### src/rtl/audio_mix_pkg.sv
// Shared types, constants and saturation helpers for the audio mix scheduler.
package audio_mix_pkg;

    typedef enum logic [2:0] {IDLE, LOAD, MUL_L, MUL_R, COMMIT} mix_state_t;

    localparam logic [7:0]  GAIN_UNITY = 8'd128;
    localparam int unsigned GAIN_SHIFT = 7;
    localparam int unsigned SAMPLE_W   = 16;

    function automatic logic signed [SAMPLE_W-1:0] sat16(input logic signed [31:0] v);
        if (v > 32'sd32767)
            return 16'sh7FFF;
        else if (v < -32'sd32768)
            return 16'sh8000;
        else
            return v[SAMPLE_W-1:0];
    endfunction

    function automatic logic is_clip(input logic signed [31:0] v);
        return (v > 32'sd32767) || (v < -32'sd32768);
    endfunction

endpackage

### src/rtl/audio_rr_arbiter.sv
// Combinational round-robin picker: first requester at or after ptr wins.
module audio_rr_arbiter #(
    parameter int unsigned N_SRC = 4,
    parameter int unsigned IDX_W = 2
) (
    input  logic [N_SRC-1:0] req,
    input  logic [IDX_W-1:0] ptr,
    output logic [N_SRC-1:0] grant,
    output logic [IDX_W-1:0] idx,
    output logic             valid
);

    always_comb begin
        logic [IDX_W-1:0] k;
        grant = '0;
        idx   = '0;
        valid = 1'b0;
        k     = '0;
        for (int unsigned i = 0; i < N_SRC; i++) begin
            k = IDX_W'((32'(ptr) + i) % N_SRC);
            if (!valid && req[k]) begin
                valid    = 1'b1;
                grant[k] = 1'b1;
                idx      = k;
            end
        end
    end

endmodule

### src/rtl/audio_mix_sched.sv
// Time-multiplexed stereo mix scheduler: one shared multiplier, per-frame saturated output.
// Optional clip counter port enabled by defining AUDIO_MIX_CLIPCNT_EN.
module audio_mix_sched
    import audio_mix_pkg::*;
#(
    parameter int unsigned N_SRC = 4,
    parameter int unsigned ACC_W = 20
) (
    input  logic                      clk,
    input  logic                      reset_n,
    input  logic                      sample_ce,
    input  logic [N_SRC-1:0]          req,
    output logic [N_SRC-1:0]          ack,
    input  logic [16*N_SRC-1:0]       src_data,
    input  logic [8*N_SRC-1:0]        gain_l,
    input  logic [8*N_SRC-1:0]        gain_r,
    input  logic [N_SRC-1:0]          mute_mask,
    output logic signed [15:0]        out_l,
    output logic signed [15:0]        out_r,
    output logic                      out_valid
`ifdef AUDIO_MIX_CLIPCNT_EN
    ,
    output logic [15:0]               clip_cnt
`endif
);

    localparam int unsigned IDX_W = (N_SRC > 1) ? $clog2(N_SRC) : 1;

    mix_state_t state, state_next;

    logic [IDX_W-1:0]        winner, ptr, arb_idx;
    logic [N_SRC-1:0]        win_onehot, arb_req, arb_grant;
    logic                    arb_valid, grab;
    logic signed [15:0]      data_q;
    logic [7:0]              gl_q, gr_q, mul_gain;
    logic                    mute_q;
    logic signed [24:0]      prod;
    logic signed [16:0]      mul_res, pl, pr;
    logic signed [ACC_W-1:0] acc_l, acc_r, term_l, term_r, sum_l, sum_r;

    // The winner being committed is masked so a waiting source gets the next slot.
    always_comb begin
        arb_req = (state == COMMIT) ? (req & ~win_onehot) : req;
        grab    = ((state == IDLE) || (state == COMMIT)) && arb_valid;
    end

    audio_rr_arbiter #(.N_SRC(N_SRC), .IDX_W(IDX_W)) u_arb (
        .req   (arb_req),
        .ptr   (ptr),
        .grant (arb_grant),
        .idx   (arb_idx),
        .valid (arb_valid)
    );

    always_ff @(posedge clk or negedge reset_n) begin
        if (!reset_n)
            state <= IDLE;
        else
            state <= state_next;
    end

    always_comb begin
        state_next = state;
        unique case (state)
            IDLE:    if (arb_valid) state_next = LOAD;
            LOAD:    state_next = MUL_L;
            MUL_L:   state_next = MUL_R;
            MUL_R:   state_next = COMMIT;
            COMMIT:  state_next = arb_valid ? LOAD : IDLE;
            default: state_next = IDLE;
        endcase
    end

    always_comb begin
        ack    = (state == COMMIT) ? win_onehot : '0;
        term_l = '0;
        term_r = '0;
        if (state == COMMIT) begin
            term_l = ACC_W'(pl);
            term_r = ACC_W'(pr);
        end
        sum_l = acc_l + term_l;
        sum_r = acc_r + term_r;
    end

    // Single shared multiplier: left gain in MUL_L, right gain in MUL_R.
    always_comb begin
        mul_gain = (state == MUL_R) ? gr_q : gl_q;
        prod     = $signed(25'(data_q)) * $signed(25'({1'b0, mul_gain}));
        mul_res  = 17'(prod >>> GAIN_SHIFT);
    end

    always_ff @(posedge clk or negedge reset_n) begin
        if (!reset_n) begin
            winner     <= '0;
            win_onehot <= '0;
            ptr        <= '0;
            data_q     <= '0;
            gl_q       <= '0;
            gr_q       <= '0;
            mute_q     <= 1'b0;
            pl         <= '0;
            pr         <= '0;
        end else begin
            if (grab) begin
                winner     <= arb_idx;
                win_onehot <= arb_grant;
                ptr        <= (arb_idx == IDX_W'(N_SRC - 1)) ? '0 : arb_idx + 1'b1;
            end
            if (state == LOAD) begin
                data_q <= src_data[16*winner +: 16];
                gl_q   <= gain_l[8*winner +: 8];
                gr_q   <= gain_r[8*winner +: 8];
                mute_q <= mute_mask[winner];
            end
            if (state == MUL_L)
                pl <= mute_q ? '0 : mul_res;
            if (state == MUL_R)
                pr <= mute_q ? '0 : mul_res;
        end
    end

    always_ff @(posedge clk or negedge reset_n) begin
        if (!reset_n) begin
            acc_l     <= '0;
            acc_r     <= '0;
            out_l     <= '0;
            out_r     <= '0;
            out_valid <= 1'b0;
        end else begin
            out_valid <= sample_ce;
            if (sample_ce) begin
                out_l <= sat16(32'(sum_l));
                out_r <= sat16(32'(sum_r));
                acc_l <= '0;
                acc_r <= '0;
            end else begin
                acc_l <= sum_l;
                acc_r <= sum_r;
            end
        end
    end

`ifdef AUDIO_MIX_CLIPCNT_EN
    always_ff @(posedge clk or negedge reset_n) begin
        if (!reset_n)
            clip_cnt <= '0;
        else if (sample_ce && (is_clip(32'(sum_l)) || is_clip(32'(sum_r))) && (clip_cnt != 16'hFFFF))
            clip_cnt <= clip_cnt + 16'd1;
    end
`endif

    // A granted source must hold its request until the ack cycle.
    a_req_held: assert property (@(posedge clk) disable iff (!reset_n)
        (state != IDLE) |-> req[winner]);

endmodule

### config.mk
export PLATFORM = sky130hd
export DESIGN_NAME = audio_mix_sched
export DESIGN_NICKNAME = d
export VERILOG_FILES = /design/src/rtl/audio_mix_pkg.sv /design/src/rtl/audio_rr_arbiter.sv /design/src/rtl/audio_mix_sched.sv
export SDC_FILE = /design/constraint.sdc
export NUM_CORES = 1
export LEC_CHECK = 0
export BUFFER_PORTS_ARGS = -buffer_cell sky130_fd_sc_hd__buf_2
export CAP_MARGIN = 20
export CELL_PAD_IN_SITES_DETAIL_PLACEMENT = 1
export CELL_PAD_IN_SITES_GLOBAL_PLACEMENT = 1
export CORE_ASPECT_RATIO = 1.1
export CORE_MARGIN = 5
export CORE_UTILIZATION = 42
export DETAILED_ROUTE_END_ITERATION = 8
export HOLD_SLACK_MARGIN = 0.15
export PLACE_DENSITY = 0.8
export SKIP_LAST_GASP = 1
export SYNTH_ARGS = -nofsm -noshare
export SYNTH_HDL_FRONTEND = slang
export SYNTH_SLANG_ARGS = --single-unit
### constraint.sdc
create_clock -name clk -period 5.6 [get_ports clk]
set_input_delay 0 -clock clk [delete_from_list [all_inputs] [get_ports clk]]
set_output_delay 0 -clock clk [all_outputs]
set_load 0.01 [all_outputs]
==> results of run 1 <==
==> state kept, by name, indices dropped and copies added, names as in the netlist, named ones only <==
signal / flops
gr_q: 8
winner: 2
pr: 17
data_q: 16
gl_q: 8
win_onehot: 4
state: 3
acc_l: 20
mute_q: 1
out_r: 16
pl: 17
acc_r: 20
ptr: 1
out_l: 16
out_valid: 1
==> timing repair <==
action / in CTS / in global routing
cloned: 0 / 1
gates resized for setup: 6 / 39
hold endpoints to repair: 115 / 0
hold buffers: 68 / 0
buffers inserted: 0 / 13
pin swaps: 1 / 16
endpoints found under the setup margin: 13 / 26
==> area by class of cell <==
cell class | count | share of cell area [%]
Inverter | 164 | 3.78
Sequential cell | 151 | 23.2
Tap cell | 420 | 3.22
Clock buffer | 21 | 2.89
Multi-Input combinational cell | 1008 | 54.1
Clock inverter | 11 | 0.998
Timing Repair Buffer | 285 | 11.8
==> layer usage <==
metal,up-vias,share of wire (%)
li1,5088,-
met1,5543,41
met2,259,54
met3,71,3.3
met4,0,2.4
met5,-,0
==> cells in the final DEF, fill, tap and decap left out, drive strengths merged, types with 23 or more instances in the layout <==
master,instances
xnor2,36
nand2,160
buf,217
a21oi,55
dlygate4sd3,68
nor2b,38
and2,67
fa,101
o21ai,51
dfrtp,151
ha,85
mux4,35
xor2,23
nor2,103
mux2,36
inv,165
==> logic make-up after synthesis <==
kind of cell / Yosys count / share of synthesized area [%]
buf+inv: 222 / 6.54
fa+ha+maj: 186 / 23.3
compound gates: 228 / 11.7
mux: 75 / 9.29
simple gates: 459 / 16.7
xor+xnor: 59 / 3.95
flops: 151 / 28.5
==> metrics by stage <==
stage / setup slack (ns) / hold WS, ns / cells / instance area (sq um)
final: 0.0793 / 0.136 / 2060 / 16300
after CTS: -0.00646 / 0.173 / 2044 / 16000
after global placement: 0.213 / 0.0599 / 1944 / 14600
after floorplan: 0.0414 / -0.296 / 1380 / 13300
after detailed placement: -0.0204 / 0.0627 / 1944 / 14600
after global routing: -0.124 / 0.206 / 2060 / 16300
==> how the worst min path moves through the flow <==
stage | startpoint | end
after floorplan | reset_n | asynchronous set/reset pin
after global placement | reset_n | out_l[13]
after detailed placement | reset_n | out_l[13]
after CTS | req[2] | winner[1]
after global routing | req[2] | winner[1]
final | reset_n | out_l[13]
==> summary.md, run 1 <==
| Metric | Value |
|---|---|
| Number of fill cells in the layout | 3,576 |
| Fin Clk Skew | 0.0129 ns |
| Worst EP arrival | 5.85 ns |
| Area contributors post-synth | dfrtp_1 (28%), fa_1 (15%), ha_1 (8.0%) |
| Setup tns final | 0 ns |
| Total wire length | 38,300 um |
| Largest net degree at the start of global routing | 81 |
| Antenna violations before repair | 0 |
| Later-pin clock latency in the skew report | 0.44 ns |
| Top FF cell, synth | dfrtp_1 |
| RSZ-0062 raised after global routing | true |
| Die ar. | 0.0352 sq mm |
| Total Routing Usage GR | 21.3% |
| Syn Inst Count | 1,380 |
| Drt first-iter violations | 468 |
| Die Wd | 179 um |
| Commonest cells post-synth | inv_1 (161), nand2_1 (160), dfrtp_1 (151), nor2_1 (103), fa_1 (101) |
| Ant. Diodes | 0 |
| CP Capture Type | flop |
| Vias in the first global route | 12,300 |
| Post-synthesis sequential area ratio | 28.5% |
| Post-synthesis instance area | 0.0133 sq mm |
| Worst-Margin Slew | 0.761 ns |
| Global-route wire length before repair | 62,400 um |
| Synthesis Warnings | 0 |
| I/O Buffers | 175 |
| Most numerous cell in the Yosys netlist | inv_1 |
| Final Slew Violations | 0 |
| Via/cell ratio | 5.32 |
| Setup Viol. Count Final | 0 |
| Final min period | 5.52 ns |
| DRC errors left | 0 |
| Avg Cell Area, Syn | 9.61 sq um |
| Critical path depth | 21 |
| Clock transition at the registers of the reported paths | 0.07 ns |
| Unique masters post-synth | 73 |
| WS Path Type | flop to flop |
| Leading area contributor after synthesis | dfrtp_1 |
| GPL Wtd Cong | 0.850 |
| Delay-heaviest family, CP | adder cells |
| Final nets | 1,952 |
| Worst Path Max Fanout | 8 |
| Hold Crit Class | input port to asynchronous set/reset pin |
| Final ANT Viol Nets | 0 |
| Post-synth ARST share | 100% |
| Number of synthesized flops with an enable pin | 0 |
| R2R cell count | 21 |
| Yosys top cell area share | 28.5% |
| CTS Root Cell | clkbuf_16 |
| Max-cap violations | 0 |
| Slowest cell on the critical path | fa_1 |
| Met3 usage | 3.25% |
| Crit path from | state[2] |
| Share of layout cells above drive strength 1 | 23.7% |
| Final period util | 98.6% |
| Chip Height | 196 um |
| Met1 global-route usage | 25.3% |
| H-tree depth | 4 |
| Worst setup SP type | flop |
| Multi-input logic area | 0.00882 sq mm |
| Worst EP required | 5.93 ns |
| GR Layer Usage met2 | 40.6% |
| Wirelength per Cell | 18.6 um |
| R2R Path End | pl[14] |
| CTS tree | built |
| Status | complete, no violations |
| Crit path largest cell delay | 0.54 ns |
| Core Region | 0.0313 sq mm |
| Worst path most repeated cell | fa_1 |
| Ports | 176 |
| Inserted Clock Buffers | 17 |
| Buffer and inverter count on the worst path | 5 |
| Worst path cell trace | nand3b_4, buf_8, mux2_4, buf_6, nand2_1, fa_1, inv_1, fa_1, fa_1, inv_1, fa_1, inv_1, ha_4, a21o_1, or3_4, nor3_4, o21ai_2, a221oi_1, xnor2_1, nand2_1, o21ai_0 |
| Clock buffer depth | 2 |
| Area added between synthesis and finish | 22.9% |
| Worst Setup EP | pl[14] |
| Dpl hpwl | 27,100 um |
| Row count | 68 |
| GRT busiest layer | met2 |
| R2r setup slk | 0.08 ns |
| Vias post-DR | 11,000 |
| Final Hold Viols | 0 |
| GRT overflow | 0 |
| Worst rel slew slack | 49.2% |
| Fmax | 181 MHz |
| Initial Util | 42.4% |
| #FFs+latches synth | 151 |
| Drt first pass iters | 4 |
| Final core utilization | 52.1% |
| Reg area | 0.00378 sq mm |
| Clock sink count | 151 |
| Synth Net Count | 1,705 |
| R2R Path Start | state[2] |
Power of run 1 is not shown: default switching activity piles up to over one toggle a cycle in this logic, so the estimate is an artifact.
==> run 2, diff against run 1 <==
GPL_TIMING_DRIVEN = 0   (was default)
==> summary.md, run 2 (same netlist as run 1, synthesis figures left out) <==
| Metric | Value |
|---|---|
| Worst rel slew slack | 40.4% (was 49.2%) |
| Total Routing Usage GR | 25.2% (was 21.3%) |
| Row count | 68 (unchanged) |
| Final Hold Viols | 0 (unchanged) |
| Via/cell ratio | 5.58 (was 5.32) |
| Most frequent cells in the layout | buf_2 (175), dfrtp_1 (151), inv_1 (142) (was buf_2 (174), inv_1 (159), nand2_1 (155)) |
| Max-cap violations | 0 (unchanged) |
| Dpl hpwl | 28,800 um (was 27,100 um) |
| Worst Path Max Fanout | 7 (was 8) |
| Worst EP arrival | 6.19 ns (was 5.85 ns) |
| Initial Util | 42.4% (unchanged) |
| Buffer and inverter count on the worst path | 6 (was 5) |
| Failing checks | setup timing |
| Number of fill cells in the layout | 3,559 (was 3,576) |
| Vias in the first global route | 13,600 (was 12,300) |
| Clock sink count | 151 (unchanged) |
| Ports | 176 (unchanged) |
| CTS tree | built (unchanged) |
| CTS Root Cell | clkbuf_16 (unchanged) |
| Largest net degree at the start of global routing | 87 (was 81) |
| Die ar. | 0.0352 sq mm (unchanged) |
| Top flop regs | acc_l: 20 flops, acc_r: 20 flops (unchanged) |
| Share of layout cells above drive strength 1 | 28.4% (was 23.7%) |
| Final period util | 104% (was 98.6%) |
| Worst path most repeated cell | fa_1 (unchanged) |
| WS Path Type | flop to flop (unchanged) |
| Vias post-DR | 11,900 (was 11,000) |
| Final Slew Violations | 0 (unchanged) |
| DRC errors left | 0 (unchanged) |
| Worst path cell trace | nand3b_4, clkbuf_16, nand2_4, nand2_8, clkbuf_16, buf_4, nand2_1, fa_1, fa_1, inv_1, fa_1, inv_1, fa_1, inv_2, ha_4, nand3_1, and4b_2, nor3_4, o31ai_4, a21oi_4, o221ai_2, xnor2_2, o31ai_1 (was nand3b_4, buf_8, mux2_4, buf_6, nand2_1, fa_1, inv_1, fa_1, fa_1, inv_1, fa_1, inv_1, ha_4, a21o_1, or3_4, nor3_4, o21ai_2, a221oi_1, xnor2_1, nand2_1, o21ai_0) |
| Global-route wire length before repair | 70,900 um (was 62,400 um) |
| R2R cell count | 23 (was 21) |
| Drt first pass iters | 5 (was 4) |
| Die Wd | 179 um (unchanged) |
| Final core utilization | 54.8% (was 52.1%) |
| CP Capture Type | flop (unchanged) |
| Critical path depth | 23 (was 21) |
| H-tree depth | 4 (unchanged) |
| Fmax | 171 MHz (was 181 MHz) |
| Chip Height | 196 um (unchanged) |
| Antenna violations before repair | 1 (was 0) |
| RSZ-0062 raised after global routing | true (unchanged) |
| Worst EP required | 5.94 ns (was 5.93 ns) |
| Slowest cell on the critical path | fa_1 (unchanged) |
| Final min period | 5.85 ns (was 5.52 ns) |
| Drt first-iter violations | 702 (was 468) |
| Final ANT Viol Nets | 0 (unchanged) |
| Final nets | 2,026 (was 1,952) |
| Later-pin clock latency in the skew report | 0.46 ns (was 0.44 ns) |
| Delay-heaviest family, CP | adder cells (unchanged) |
| Clock buffer depth | 2 (unchanged) |
| Fin Clk Skew | 0.0210 ns (was 0.0129 ns) |
| GPL Wtd Cong | 0.872 (was 0.850) |
| Crit path largest cell delay | 0.58 ns (was 0.54 ns) |
| Clock transition at the registers of the reported paths | 0.08 ns (was 0.07 ns) |
| Inserted Clock Buffers | 17 (unchanged) |
| Setup Viol. Count Final | 22 (was 0) |
| Worst setup SP type | flop (unchanged) |
| Setup ws final | -0.248 ns (was 0.0793 ns) |
| Total wire length | 48,600 um (was 38,300 um) |
| Most common cell after layout, fill and taps aside | buf_2 (unchanged) |
| Hold Crit Class | input port to asynchronous set/reset pin (unchanged) |
| Wirelength per Cell | 22.8 um (was 18.6 um) |
| Status | finished with violations (was complete, no violations) |
| I/O Buffers | 175 (unchanged) |
| Core Region | 0.0313 sq mm (unchanged) |
| Area added between synthesis and finish | 29.4% (was 22.9%) |
| Worst-Margin Slew | 0.895 ns (was 0.761 ns) |
| GRT overflow | 0 (unchanged) |
run 2: cell types whose count changed in the layout (fill, tap and decap cells not counted), sizes merged:
cell         change
buf             +39
clkbuf          +32
inv              +3
diode            +1
dlygate4sd3      +1
mux2             -1
run 2: final cells by class:
cell class | instances | area, sq um | area share [%]
clock buffer | 18 | 439 | 2.56
clock inverter | 14 | 183 | 1.06
antenna | 1 | 2.50 | 0.0146
tap | 420 | 526 | 3.06
sequential | 151 | 3780 | 22.0
buffer | 55 | 359 | 2.09
timing repair buffer | 305 | 2130 | 12.4
multi-input combinational | 1007 | 9130 | 53.2
inverter | 164 | 622 | 3.62
run 2: timing repair:
action	4_1_cts	5_1_grt
hold buffers	69	0
endpoints found under the hold margin	200	0
gates resized for setup	92	83
cloned	1	1
setup endpoints to repair	32	26
setup buffers	29	28
pin swaps	35	76
run 2: worst paths after layout:
check / slack, ns / from / endpoint
worst max-delay path: -0.25 / state[2] / pr[16]
worst min-delay path: 0.13 / reset_n / acc_l[11]
worst max register to register: -0.25 / state[2] / pr[16]
worst min register to register: 0.48 / pr[9] / pr[9]
max in group asynchronous: 4.61 / reset_n / pr[7]
min in group clk: 0.24 / req[3] / winner[1]
run 2: through the flow:
stage / TNS [ns] / std cells / area [sq um] / worst slack [ns] / hold WS (ns)
finish: -3.11 / 2135 / 17200 / -0.248 / 0.130
floorplan: 0 / 1380 / 13300 / 0.0414 / -0.296
global placement: -21.98 / 1975 / 14700 / -1.07 / 0.213
CTS: 0 / 2108 / 16700 / 0.00605 / 0.156
detailed placement: -27.07 / 1977 / 14700 / -1.24 / 0.0358
global route: -6.76 / 2135 / 17200 / -0.399 / 0.217
run 2: layer usage:
layer | global-route usage [%] | wire length [um] | up-vias
met1 | 26.6 | 17700 | 5990
met2 | 47.3 | 25800 | 485
li1 | - | - | 5253
met4 | 13.9 | 2880 | 0
met3 | 4.52 | 2220 | 189
met5 | 0 | 0 | -
Power of run 2 is left out for the same reason.
